[src/rtl/arch_defs_pkg.sv]
// Shared architecture definitions: data width, requester indices and the
// UART TX scheduler state encoding.
package arch_defs_pkg;

  localparam int DATA_WIDTH = 8;

  // Requester indices into the scheduler's per-requester ports.
  localparam int UART_TX_REQ_CPU = 0;
  localparam int UART_TX_REQ_HW  = 1;

  // Scheduler FSM encoding. The state values are kept as plain constants
  // so that older blocks can compare against them directly.
  typedef logic [1:0] uart_tx_sched_state_e;

  localparam uart_tx_sched_state_e ST_IDLE      = 2'd0;
  localparam uart_tx_sched_state_e ST_START     = 2'd1;
  localparam uart_tx_sched_state_e ST_WAIT_BUSY = 2'd2;
  localparam uart_tx_sched_state_e ST_WAIT_DONE = 2'd3;

endpackage

[src/rtl/uart_tx_fifo.sv]
// Synchronous FIFO for the shared UART TX path.
// Occupancy is tracked with an explicit counter; full/empty come from it so
// the pointers can wrap naturally. DEPTH must be a power of two, >= 2.
// Flush has priority over push and pop.
module uart_tx_fifo
  import arch_defs_pkg::*;
#(
  parameter int DEPTH = 4,
  parameter int WIDTH = DATA_WIDTH
) (
  input  logic                       clk,
  input  logic                       reset,
  input  logic                       push,
  input  logic [WIDTH-1:0]           push_data,
  input  logic                       pop,
  input  logic                       flush,
  output logic [WIDTH-1:0]           head,
  output logic [$clog2(DEPTH+1)-1:0] count,
  output logic                       full,
  output logic                       empty
);

  localparam int PTR_W = $clog2(DEPTH);
  localparam int CNT_W = $clog2(DEPTH+1);

  logic [WIDTH-1:0] mem [DEPTH];
  logic [PTR_W-1:0] wr_ptr;
  logic [PTR_W-1:0] rd_ptr;
  logic             do_push;
  logic             do_pop;

  assign full    = (count == CNT_W'(DEPTH));
  assign empty   = (count == '0);
  assign do_push = push && !full && !flush;
  assign do_pop  = pop && !empty && !flush;
  assign head    = mem[rd_ptr];

  // Storage array, written on an accepted push; no reset needed.
  always_ff @(posedge clk) begin
    if (do_push) begin
      mem[wr_ptr] <= push_data;
    end
  end

  // Pointers and occupancy; simultaneous push+pop leaves count unchanged.
  always_ff @(posedge clk or negedge reset) begin
    if (!reset) begin
      wr_ptr <= '0;
      rd_ptr <= '0;
      count  <= '0;
    end else if (flush) begin
      wr_ptr <= '0;
      rd_ptr <= '0;
      count  <= '0;
    end else begin
      if (do_push) wr_ptr <= wr_ptr + 1'b1;
      if (do_pop)  rd_ptr <= rd_ptr + 1'b1;
      if (do_push && !do_pop) begin
        count <= count + 1'b1;
      end else if (!do_push && do_pop) begin
        count <= count - 1'b1;
      end
    end
  end

endmodule

[src/rtl/uart_tx_scheduler.sv]
// Shares the UART transmitter between the CPU write path (requester 0) and
// the hardware trace source (requester 1). Accepted bytes go through a
// shared FIFO in strict arrival order; the FSM issues one start strobe per
// byte and waits for the transmitter's busy handshake.
//
// Build option: UART_TX_FIXED_PRIO_EN -- when defined, the CPU requester
// always wins contention and no round-robin state is built.
//
// state        | meaning
// -------------+-----------------------------------------------------------
// ST_IDLE      | waiting for a byte; pops FIFO head into tx_data
// ST_START     | tx_start asserted for exactly this cycle
// ST_WAIT_BUSY | waiting for tx_busy to rise; times out into tx_err
// ST_WAIT_DONE | transmitter busy; waiting for tx_busy to fall
module uart_tx_scheduler
  import arch_defs_pkg::*;
#(
  parameter int FIFO_DEPTH    = 4,
  parameter int START_TIMEOUT = 4
) (
  input  logic                              clk,
  input  logic                              reset,
  input  logic [1:0]                        req_valid,
  input  logic [1:0][DATA_WIDTH-1:0]        req_data,
  output logic [1:0]                        req_ready,
  input  logic                              flush,
  output logic [DATA_WIDTH-1:0]             tx_data,
  output logic                              tx_start,
  input  logic                              tx_busy,
  output logic [$clog2(FIFO_DEPTH+1)-1:0]   fifo_count,
  output logic                              fifo_full,
  output logic                              tx_err,
  output logic                              idle
);

  localparam int TMR_W = $clog2(START_TIMEOUT+1);

  uart_tx_sched_state_e  state;
  logic [TMR_W-1:0]      tmr;
  logic [1:0]            grant;
  logic                  push;
  logic                  push_sel;
  logic [DATA_WIDTH-1:0] push_data;
  logic                  pop;
  logic                  fifo_empty;
  logic [DATA_WIDTH-1:0] fifo_head;
  logic                  timeout;

`ifdef UART_TX_FIXED_PRIO_EN
  // Fixed priority: the CPU requester wins whenever it is valid.
  always_comb begin
    grant = '0;
    if (req_valid[UART_TX_REQ_CPU]) begin
      grant[UART_TX_REQ_CPU] = 1'b1;
    end else if (req_valid[UART_TX_REQ_HW]) begin
      grant[UART_TX_REQ_HW] = 1'b1;
    end
  end
`else
  // Requester preferred at the next contention; moves only on a real push.
  logic rr_pref;

  // Round-robin: a lone requester is granted, contention goes to rr_pref.
  always_comb begin
    grant = '0;
    if (req_valid == 2'b11) begin
      grant[rr_pref] = 1'b1;
    end else begin
      grant = req_valid;
    end
  end

  // Prefer the other requester after each accepted push.
  always_ff @(posedge clk or negedge reset) begin
    if (!reset) begin
      rr_pref <= 1'(UART_TX_REQ_CPU);
    end else if (push) begin
      rr_pref <= ~push_sel;
    end
  end
`endif

  assign req_ready = (fifo_full || flush) ? 2'b00 : grant;
  assign push      = |(req_valid & req_ready);
  assign push_sel  = req_ready[UART_TX_REQ_HW];
  assign push_data = req_data[push_sel];

  assign pop      = (state == ST_IDLE) && !fifo_empty;
  assign timeout  = (state == ST_WAIT_BUSY) && !tx_busy && (tmr == '0);
  assign tx_start = (state == ST_START);
  assign idle     = fifo_empty && (state == ST_IDLE);

  uart_tx_fifo #(
    .DEPTH (FIFO_DEPTH),
    .WIDTH (DATA_WIDTH)
  ) u_fifo (
    .clk       (clk),
    .reset     (reset),
    .push      (push),
    .push_data (push_data),
    .pop       (pop),
    .flush     (flush),
    .head      (fifo_head),
    .count     (fifo_count),
    .full      (fifo_full),
    .empty     (fifo_empty)
  );

  // Start sequencing FSM with a down-counting busy timeout.
  always_ff @(posedge clk or negedge reset) begin
    if (!reset) begin
      state <= ST_IDLE;
      tmr   <= '0;
    end else begin
      case (state)
        ST_IDLE: begin
          if (!fifo_empty) state <= ST_START;
        end
        ST_START: begin
          state <= ST_WAIT_BUSY;
          tmr   <= TMR_W'(START_TIMEOUT-1);
        end
        ST_WAIT_BUSY: begin
          if (tx_busy) begin
            state <= ST_WAIT_DONE;
          end else if (tmr == '0) begin
            state <= ST_IDLE;
          end else begin
            tmr <= tmr - 1'b1;
          end
        end
        ST_WAIT_DONE: begin
          if (!tx_busy) state <= ST_IDLE;
        end
        default: state <= ST_IDLE;
      endcase
    end
  end

  // tx_data holds the last popped byte; a flush does not disturb it.
  always_ff @(posedge clk or negedge reset) begin
    if (!reset) begin
      tx_data <= '0;
    end else if (pop) begin
      tx_data <= fifo_head;
    end
  end

  // Sticky timeout error, cleared only by flush.
  always_ff @(posedge clk or negedge reset) begin
    if (!reset) begin
      tx_err <= 1'b0;
    end else if (flush) begin
      tx_err <= 1'b0;
    end else if (timeout) begin
      tx_err <= 1'b1;
    end
  end

endmodule

[config.mk]
export PLATFORM = sky130hd
export DESIGN_NAME = uart_tx_scheduler
export DESIGN_NICKNAME = d
export VERILOG_FILES = /design/src/rtl/arch_defs_pkg.sv /design/src/rtl/uart_tx_fifo.sv /design/src/rtl/uart_tx_scheduler.sv
export SDC_FILE = /design/constraint.sdc
export NUM_CORES = 1
export LEC_CHECK = 0
export CAP_MARGIN = 20
export CORE_MARGIN = 3
export CORE_UTILIZATION = 55
export DETAILED_ROUTE_END_ITERATION = 12
export DONT_BUFFER_PORTS = 1
export PLACE_DENSITY_LB_ADDON = 0.2
export SETUP_SLACK_MARGIN = 0.1
export SYNTH_ARGS = -nofsm -noshare
export SYNTH_HDL_FRONTEND = slang
export SYNTH_SLANG_ARGS = --single-unit
[constraint.sdc]
create_clock -name clk -period 3.3 [get_ports clk]
set_input_delay 0.66 -clock clk [delete_from_list [all_inputs] [get_ports clk]]
set_output_delay 0.66 -clock clk [all_outputs]
set_load 0.05 [all_outputs]
==> results of run 1 <==
[power by group]
group	internal (uW)	switching, uW
Combinational	423	524
Clock	152	209
Sequential	889	324
Total	1460	1060
[routing by layer]
metal,global-route usage,share of wire
met5,0,0
met2,0.2950,0.52
met3,0.04940,0.042
met1,0.2319,0.43
met4,0.04941,0.0082
[sequential cells by signal, summed over array words and instances (netlist names)]
register       flops
rr_pref            1
state              2
tmr                3
tx_data            8
tx_err             1
u_fifo.count       3
u_fifo.mem        32
u_fifo.rd_ptr      2
u_fifo.wr_ptr      2
[per-stage QoR]
step,instances,util,total power (uW)
global placement,229,0.6010,2120
finish,237,0.6202,2521
detailed placement,229,0.6010,2189
CTS,237,0.6202,2545
floorplan,177,-,1990
global route,237,0.6202,2674
[synth_stat cells, types with 2 or more instances]
library cell | n | area share
edfxtp_1 | 32 | 0.37
nor2_1 | 15 | 0.022
buf_2 | 2 | 0.0038
a31oi_1 | 3 | 0.0072
mux2_2 | 10 | 0.043
nand2_1 | 4 | 0.0057
inv_1 | 11 | 0.016
nor4b_1 | 2 | 0.0067
mux2i_1 | 3 | 0.011
dfrtp_1 | 22 | 0.21
ha_1 | 11 | 0.053
nand2b_1 | 4 | 0.0096
nor3_1 | 2 | 0.0038
nor2b_1 | 2 | 0.0048
mux4_2 | 8 | 0.069
a21oi_4 | 2 | 0.012
a21oi_1 | 10 | 0.019
xnor2_1 | 3 | 0.010
mux2_4 | 8 | 0.046
and2_1 | 5 | 0.012
[worst max-delay path, stage by stage, from the launching register on]
cell and delay, ns:
dfrtp_1 0.44, inv_1 0.12, ha_1 0.32, o31ai_4 0.24
and2_1 0.21, fa_1 0.44, or3_1 0.39, a21o_1 0.19
a21oi_1 0.11
[worst min path at each step]
stage          startpoint          endpoint  slack, ns  cells past startpoint
3_5_place_dp        reset            tmr[0]       0.37                      0
6_report            reset  u_fifo.wr_ptr[1]       0.04                      0
5_1_grt             reset  u_fifo.wr_ptr[1]       0.01                      0
3_3_place_gp        reset            tmr[2]       0.37                      0
2_1_floorplan       reset           rr_pref       0.36                      0
4_1_cts             reset        tx_data[2]       0.03                      0
[kinds of logic after synthesis]
group,count (synthesis),share of synthesized area
buf+inv,17,0.03205
compound gates,21,0.06412
fa+ha+maj,12,0.06029
flops,54,0.5780
simple gates,40,0.08278
mux,29,0.1694
xor+xnor,4,0.01340
[area by class of cell]
class                           instances  area [um^2]  area share
Clock buffer                            6        72.57     0.02615
Clock inverter                          2        13.76    0.004959
Inverter                               11        41.29     0.01488
Multi-Input combinational cell        106         1026      0.3697
Sequential cell                        54         1511      0.5446
Tap cell                               52        65.06     0.02344
Timing Repair Buffer                    6        45.04     0.01623
==> flow_summary_export.csv, run 1 <==
group,metric,value,unit
floorplan,die_h,74.96,um
pwr,ir_worst_vdd,442.1,uV
place,dp_hpwl,3256,um
place,place_ws,0.7922,ns
sta,setup_tns,0,ns
grt,grt_pass1_wl,7217,um
critical_path,critPathLaunchType,"flop",
cts,cts_max_level,2,
finish,diodes,0,
sta,fin_crit_sh,0.7617,
floorplan,chipWidth,74.96,um
grt,grt_max_degree,23,
synthesis,synth_edf_count,32,
floorplan,io_pins,39,
cts,clock_path_buffers,2,
synthesis,synth.yosys.seq_area_share,0.5780,
critical_path,critPathKind,"reg -> reg",
synthesis,synthCells,177,
place,io_buffers,0,
floorplan,dieArea,0.005618,mm^2
cts,cts_root_buffer,"clkbuf_8",
grt,grt_overflow_total,0,
place,gp_congestion,0.7476,
route,wire_per_inst,19.01,um
synthesis,syn_nets,211,
route,viasPerCell,5.844,
floorplan,initial_core_util,0.5845,
route,routed_wl,4505,um
critical_path,critPathLaunch,"state[0]",
route,drt-initial-drc-count,69,
critical_path,critPathMaxFanout,12,
pwr,power_density,908.3,mW/mm^2
sta,holdWs,0.03970,ns
synthesis,ys.flop_type,"edfxtp_1",
critical_path,arrival,2.74,ns
cts,cts_buffers,5,
cts,cts_hold_buf,0,
sta,layout_setup_ws,0.7865,ns
place,placed_cell_area,0.002689,mm^2
route,vias,1385,
cts,clk_pin_slew_worst_paths,0.10,ns
finish,fillers,348,
synthesis,synth-seq-cells,54,
sta,relSlewSlack,0.5448,
sta,fin_crit,2.513,ns
finish,final_cell_mix,"32 x edfxtp_1, 22 x dfrtp_1, 15 x nor2_1, 11 x inv_1, 11 x ha_1",
cts,cts_sinks,54,
route,drc,0,
synthesis,yosys_warnings,0,
grt,first_global_vias,1486,
sta,fin_worst_skew,0.007120,ns
cts,clk_latency,0.30,ns
cts,cts_tree,"built",
sta,worstMarginPinSlew,0.6828,ns
route,dr.pass1.iters,4,
route,drtAntennaViolNets,0,
floorplan,rows,24,
finish,fin_area,0.002775,mm^2
synthesis,synth_cell_types,38,
critical_path,endpoint_kind,"flop",
grt,grt_use_total,0.1781,
cts,cts_setup_buffers,0,
critical_path,critPathCapture,"u_fifo.count[2]",
finish,nNetsFinal,218,
critical_path,rr_startpoint,"state[0]",
cts,cts_resized,0,
synthesis,async_flop_share,0.4074,
critical_path,r2r_slack,0.79,ns
finish,drive_gt1_frac,0.2595,
finish,final_common_cell,"edfxtp_1",
sta,setup_viol_count_final,0,
critical_path,reg2regPathDepth,8,
finish,area_growth,6.124,%
sta,hold_violations,0,
sta,maxSlewViolCount,0,
sta,fmax,0.3979,GHz
sta,grt_setup_unrepaired,"false",
status,outcome,"completed",
min_path,min_path_type,"in -> async",
run,cap_violations,0,
floorplan,core_area,0.004474,mm^2
critical_path,timing.rr.end,"u_fifo.count[2]",
grt,antenna_found_initial,0,
critical_path,crit_required,3.53,ns
synthesis,avgSynthCellArea,14.77,um^2
pwr,p_leak,0.001077,uW
synthesis,syn_area,0.002615,mm^2
No activity file was read; power rests on OpenSTA's default activity.
==> run 2: changes to the inputs <==
==> constraint.sdc (replaced) <==
create_clock -name clk -period 2.2 [get_ports clk]
set_input_delay 0.44 -clock clk [delete_from_list [all_inputs] [get_ports clk]]
set_output_delay 0.44 -clock clk [all_outputs]
set_load 0.05 [all_outputs]
==> run 2 against run 1 <==
  * First-iteration DRC count increased by 10%
  * Critical path depth unchanged
  * Total power rose by 65%
  * Largest power group unchanged
  * Combinational power increased by 76%
  * Design area up 6.4%
  * Via count rose by 5.1%
==> flow_summary_export.csv, run 2 (synthesis gave the netlist of run 1 again) <==
group,metric,value,unit
status,outcome,"completed",
pwr,switching_share,0.4030,
cts,clk_pin_slew_worst_paths,0.09,ns
pwr,p_clk_frac,0.161,
finish,regMostFlops,"u_fifo.mem",
sta,fmax,0.5018,GHz
finish,area_growth,12.87,%
cts,cts_root_buffer,"clkbuf_8",
place,io_buffers,0,
pwr,p_leak,0.001149,uW
grt,grt_use_total,0.1819,
grt,grtUsageMet1,0.2305,
critical_path,path_buf_inv,0,
cts,clk_latency,0.31,ns
critical_path,crit_required,2.44,ns
cts,clock_path_buffers,2,
grt,first_global_vias,1471,
route,viasPerCell,5.871,
critical_path,reg2regPathDepth,8,
grt,grt_overflow_total,0,
pwr,p_switching,1674,uW
floorplan,chipWidth,74.96,um
pwr,pwr-share-seq,0.438,
sta,setup_viol_count_final,0,
grt,gr-max-usage-layer,"met2",
critical_path,cpMostUsedCell,"and2_4",
sta,fin_crit_sh,0.9058,
cts,cts_tree,"built",
cts,cts_sinks,54,
critical_path,rr_startpoint,"u_fifo.count[0]",
route,drc,0,
grt,grt_use_met2,0.3046,
critical_path,critPathMaxStageDelay,0.49,ns
critical_path,critPathLaunchType,"flop",
grt,grt_use_met3,0.03872,
sta,setup_tns,0,ns
finish,diodes,0,
critical_path,critPathMaxFanout,4,
cts,cts_max_level,2,
finish,nNetsFinal,229,
sta,hold_violations,0,
sta,maxSlewViolCount,0,
critical_path,crit_family,"simple AND/OR/NAND/NOR gates",
critical_path,arrival,2.23,ns
critical_path,path_cells,"nor2_4 -> and2_4 -> nor3_4 -> and2_4 -> fa_2 -> or3_1 -> a21o_1 -> a21oi_1",
critical_path,critPathKind,"reg -> reg",
finish,top_regs,"u_fifo.mem x32, tx_data x8",
route,dr.pass1.iters,4,
floorplan,die_h,74.96,um
floorplan,initial_core_util,0.5845,
pwr,power_density,1407,mW/mm^2
min_path,min_path_type,"in -> reg",
sta,holdWs,0.1771,ns
sta,relSlewSlack,0.6093,
sta,grt_setup_unrepaired,"true",
place,dp_hpwl,3277,um
finish,largest_reg_flops,32,
route,vias,1456,
finish,drive_gt1_frac,0.3469,
critical_path,path_depth,8,
grt,antenna_found_initial,0,
run,cap_violations,0,
pwr,p_comb_frac,0.401,
route,drt-initial-drc-count,76,
critical_path,r2r_slack,0.21,ns
pwr,ir_worst_vdd,725.1,uV
critical_path,critPathLaunch,"u_fifo.count[0]",
sta,fin_worst_skew,0.007781,ns
place,placed_cell_area,0.002768,mm^2
critical_path,endpoint_kind,"flop",
critical_path,timing.rr.end,"u_fifo.count[2]",
sta,worstMarginPinSlew,0.5861,ns
grt,grt_pass1_wl,7307,um
floorplan,io_pins,39,
floorplan,core_area,0.004474,mm^2
finish,fin_area,0.002952,mm^2
route,wire_per_inst,18.88,um
grt,grt_max_degree,23,
floorplan,dieArea,0.005618,mm^2
cts,cts_buffers,5,
finish,final_common_cell,"edfxtp_1",
route,drtAntennaViolNets,0,
critical_path,critPathCapture,"u_fifo.count[2]",
finish,utilization,0.6597,
sta,fin_crit,1.993,ns
route,routed_wl,4681,um
pwr,p_int,2479,uW
critical_path,critPathSlowestCell,"dfrtp_4",
finish,final_cell_mix,"32 x edfxtp_1, 19 x dfrtp_1, 15 x nor2_1, 14 x buf_4, 10 x ha_1",
floorplan,rows,24,
place,gp_congestion,0.7901,
-- run 2: power by group through the flow --
stage	Clock, uW	Combinational (uW)	Sequential, uW
detailed placement	0	1540	1850
global route	721	1800	1860
floorplan	0	1190	1850
global placement	0	1470	1830
CTS	681	1610	1820
finish	668	1670	1820
-- run 2: layout make-up --
class,instances,area [um^2]
Clock inverter,3,42.54
Inverter,11,41.29
Timing Repair Buffer,17,141.4
Sequential cell,54,1520
Multi-Input combinational cell,106,1072
Fill cell,320,1523
Clock buffer,5,68.82
Tap cell,52,65.06
-- run 2: worst reg2reg max path, cell delays in order (launching register included) --
cell	delay, ns
dfrtp_4	0.49
nor2_4	0.12
and2_4	0.16
nor3_4	0.04
and2_4	0.14
fa_2	0.36
or3_1	0.32
a21o_1	0.18
a21oi_1	0.11
-- run 2: layer usage --
metal | wire, um | share of wire | vias up
met5 | 0 | 0 | -
met4 | 80 | 0.017 | 0
met1 | 1949 | 0.42 | 730
met3 | 240 | 0.051 | 10
li1 | - | - | 672
met2 | 2410 | 0.51 | 44
-- run 2: worst min-delay path by stage --
| stage | start | cells after the start | slack (ns) | endpoint |
|---|---|---|---|---|
| after floorplan | reset | 0 | 0.14 | rr_pref |
| after global placement | reset | 0 | 0.15 | tmr[2] |
| after detailed placement | reset | 0 | 0.15 | tmr[2] |
| after CTS | flush | 1 | 0.17 | u_fifo.count[2] |
| after global routing | flush | 1 | 0.16 | u_fifo.rd_ptr[0] |
| final | flush | 1 | 0.18 | u_fifo.count[2] |
-- run 2: stage by stage --
step / setup WS (ns) / cells / total power [uW]
2_1_floorplan: -0.1570 / 177 / 3041
3_5_place_dp: 0.04780 / 235 / 3390
6_report: 0.2073 / 248 / 4153
3_3_place_gp: 0.1436 / 235 / 3297
4_1_cts: 0.1128 / 245 / 4111
5_1_grt: 0.09637 / 248 / 4384
-- run 2: repair_timing --
item | 4_1_cts | 5_1_grt
setup buffers | 1 | 2
pin swaps | 0 | 2
gates cloned | 0 | 0
endpoints found under the hold margin | 22 | 0
hold buffers | 1 | 0
resized for setup | 3 | 3
setup endpoints to repair | 2 | 2
==> run 3: changes to the inputs <==
--- a/config.mk
+++ b/config.mk
@@ -7,7 +7,8 @@
 export LEC_CHECK = 0
 export CAP_MARGIN = 20
 export CORE_MARGIN = 3
-export CORE_UTILIZATION = 55
+export CORE_UTILIZATION = 40
+export CTS_BUF_LIST = sky130_fd_sc_hd__clkbuf_16
 export DETAILED_ROUTE_END_ITERATION = 12
 export DONT_BUFFER_PORTS = 1
 export PLACE_DENSITY_LB_ADDON = 0.2
==> run 3 against run 2 <==
  * Maximum frequency shrank 2.6%
  * Design area grew 3.6%
  * Flip-flop and latch count is the same
  * Combinational power is essentially flat
  * Clock power grew 31%
  * Hold slack gained 0.022 ns
  * Wire length grew 3.2%
  * Highest routed layer unchanged
==> flow_summary_export.csv, run 3 (synthesis gave the netlist of run 1 again) <==
group,metric,value,unit
status,outcome,"completed",
critical_path,arrival,2.26,ns
sta,fin_worst_skew,0.004089,ns
floorplan,dieArea,0.007544,mm^2
sta,setup_viol_count_final,0,
finish,final_common_cell,"edfxtp_1",
route,drt-initial-drc-count,68,
finish,fillers,521,
finish,diodes,0,
pwr,ir_worst_vdd,805.1,uV
grt,grt_overflow_total,0,
floorplan,io_pins,39,
critical_path,crit_required,2.42,ns
pwr,p_leak,0.001183,uW
min_path,hold_end,"u_fifo.count[2]",
sta,worstMarginPinSlew,0.5019,ns
route,drtAntennaViolNets,0,
critical_path,timing.rr.end,"u_fifo.count[2]",
cts,clk_pin_slew_worst_paths,0.06,ns
sta,relSlewSlack,0.6654,
grt,antenna_found_initial,0,
cts,cts_sinks,54,
critical_path,critPathKind,"reg -> reg",
pwr,switching_share,0.3869,
finish,regMostFlops,"u_fifo.mem",
place,dp_hpwl,3285,um
floorplan,rows,28,
sta,fmax,0.4890,GHz
critical_path,rr_startpoint,"u_fifo.count[1]",
pwr,p_switching,1692,uW
route,viasPerCell,5.294,
route,wire_per_inst,17.76,um
grt,grt_use_total,0.1366,
critical_path,critPathMaxFanout,5,
place,io_buffers,0,
sta,hold_violations,0,
place,gp_congestion,0.8296,
sta,fin_crit_sh,0.9296,
pwr,power_density,1431,mW/mm^2
finish,nNetsFinal,230,
finish,top_regs,"u_fifo.mem x32, tx_data x8",
cts,cts_buffers,5,
run,cap_violations,0,
pwr,pwr-share-seq,0.413,
critical_path,reg2regPathDepth,8,
grt,grt_pass1_wl,7638,um
min_path,hp-start,"flush",
sta,maxSlewViolCount,0,
sta,fin_crit,2.045,ns
finish,largest_reg_flops,32,
critical_path,r2r_slack,0.15,ns
critical_path,endpoint_kind,"flop",
sta,setup_tns,0,ns
finish,final_cell_mix,"32 x edfxtp_1, 19 x dfrtp_1, 15 x nor2_1, 13 x buf_4, 10 x ha_1",
grt,first_global_vias,1543,
route,routed_wl,4830,um
cts,cts_tree,"built",
floorplan,core_area,0.006131,mm^2
floorplan,chipWidth,86.86,um
pwr,p_comb_frac,0.387,
pwr,p_int,2681,uW
cts,cts_root_buffer,"clkbuf_16",
sta,grt_setup_unrepaired,"true",
floorplan,die_h,86.86,um
pwr,p_clk_frac,0.200,
finish,utilization,0.4986,
critical_path,critPathLaunchType,"flop",
route,drc,0,
cts,cts_max_level,2,
floorplan,initial_core_util,0.4265,
finish,drive_gt1_frac,0.3604,
route,dr.pass1.iters,4,
finish,area_growth,16.89,%
min_path,min_path_type,"in -> reg",
cts,clk_latency,0.29,ns
min_path,min_delay_path_depth,1,
route,vias,1440,
grt,grt_max_degree,23,
cts,clock_path_buffers,2,
-- run 3: worst max-delay path: stages (launching register included) --
cell	delay, ns
dfrtp_4	0.50
nor2_4	0.12
and2_4	0.16
nor3_4	0.04
and2_4	0.14
fa_2	0.37
or3_1	0.38
a21o_1	0.17
a21oi_2	0.10
-- run 3: power by group through the flow --
stage                     combinational (uW)  clock, uW  sequential (uW)
after floorplan                         1190          0             1850
after global placement                  1520          0             1810
after detailed placement                1590          0             1830
after CTS                               1660        900             1800
after global routing                    1850        936             1840
final                                   1690        873             1810
-- run 3: how the worst max path moves through the flow --
stage | to | cells past startpoint | from
after floorplan | u_fifo.count[2] | 8 | u_fifo.count[0]
after global placement | u_fifo.count[2] | 8 | state[1]
after detailed placement | u_fifo.count[2] | 8 | state[1]
after CTS | u_fifo.count[2] | 8 | state[0]
after global routing | u_fifo.count[2] | 8 | u_fifo.count[1]
final | u_fifo.count[2] | 8 | u_fifo.count[1]
-- run 3: cell type report --
class	instances	area [um^2]	area share
clock buffers	5	125.1	0.04093
clock inverters	3	42.54	0.01392
inverters	11	41.29	0.01351
multi-input cells	106	1072	0.3508
flip-flops and latches	54	1520	0.4973
well taps	75	93.84	0.03070
repair buffers	18	161.4	0.05280
-- run 3: what timing repair did --
action	CTS	global route
buffers inserted	1	2
pin swaps	0	4
resized for setup	4	5
hold endpoints to repair	22	0
hold buffers	2	0
endpoints found under the setup margin	2	2
-- run 3: metal layers --
metal / up-vias / track usage / routed length [um]
li1: 678 / - / -
met1: 725 / 0.1562 / 1956
met2: 30 / 0.2388 / 2535
met3: 7 / 0.04636 / 270
met4: 0 / 0.04533 / 68
met5: - / 0 / 0
-- run 3: per-stage QoR --
stage / instance area (um^2) / power [uW] / instances / hold slack (ns) / setup slack (ns)
finish: 3057 / 4373 / 272 / 0.1987 / 0.1548
global route: 3057 / 4624 / 272 / 0.1909 / 0.07503
CTS: 3024 / 4365 / 270 / 0.2015 / 0.1024
detailed placement: 2804 / 3417 / 259 / 0.1457 / 0.05962
global placement: 2804 / 3333 / 259 / 0.1453 / 0.1423
floorplan: 2658 / 3041 / 177 / 0.1444 / -0.1570
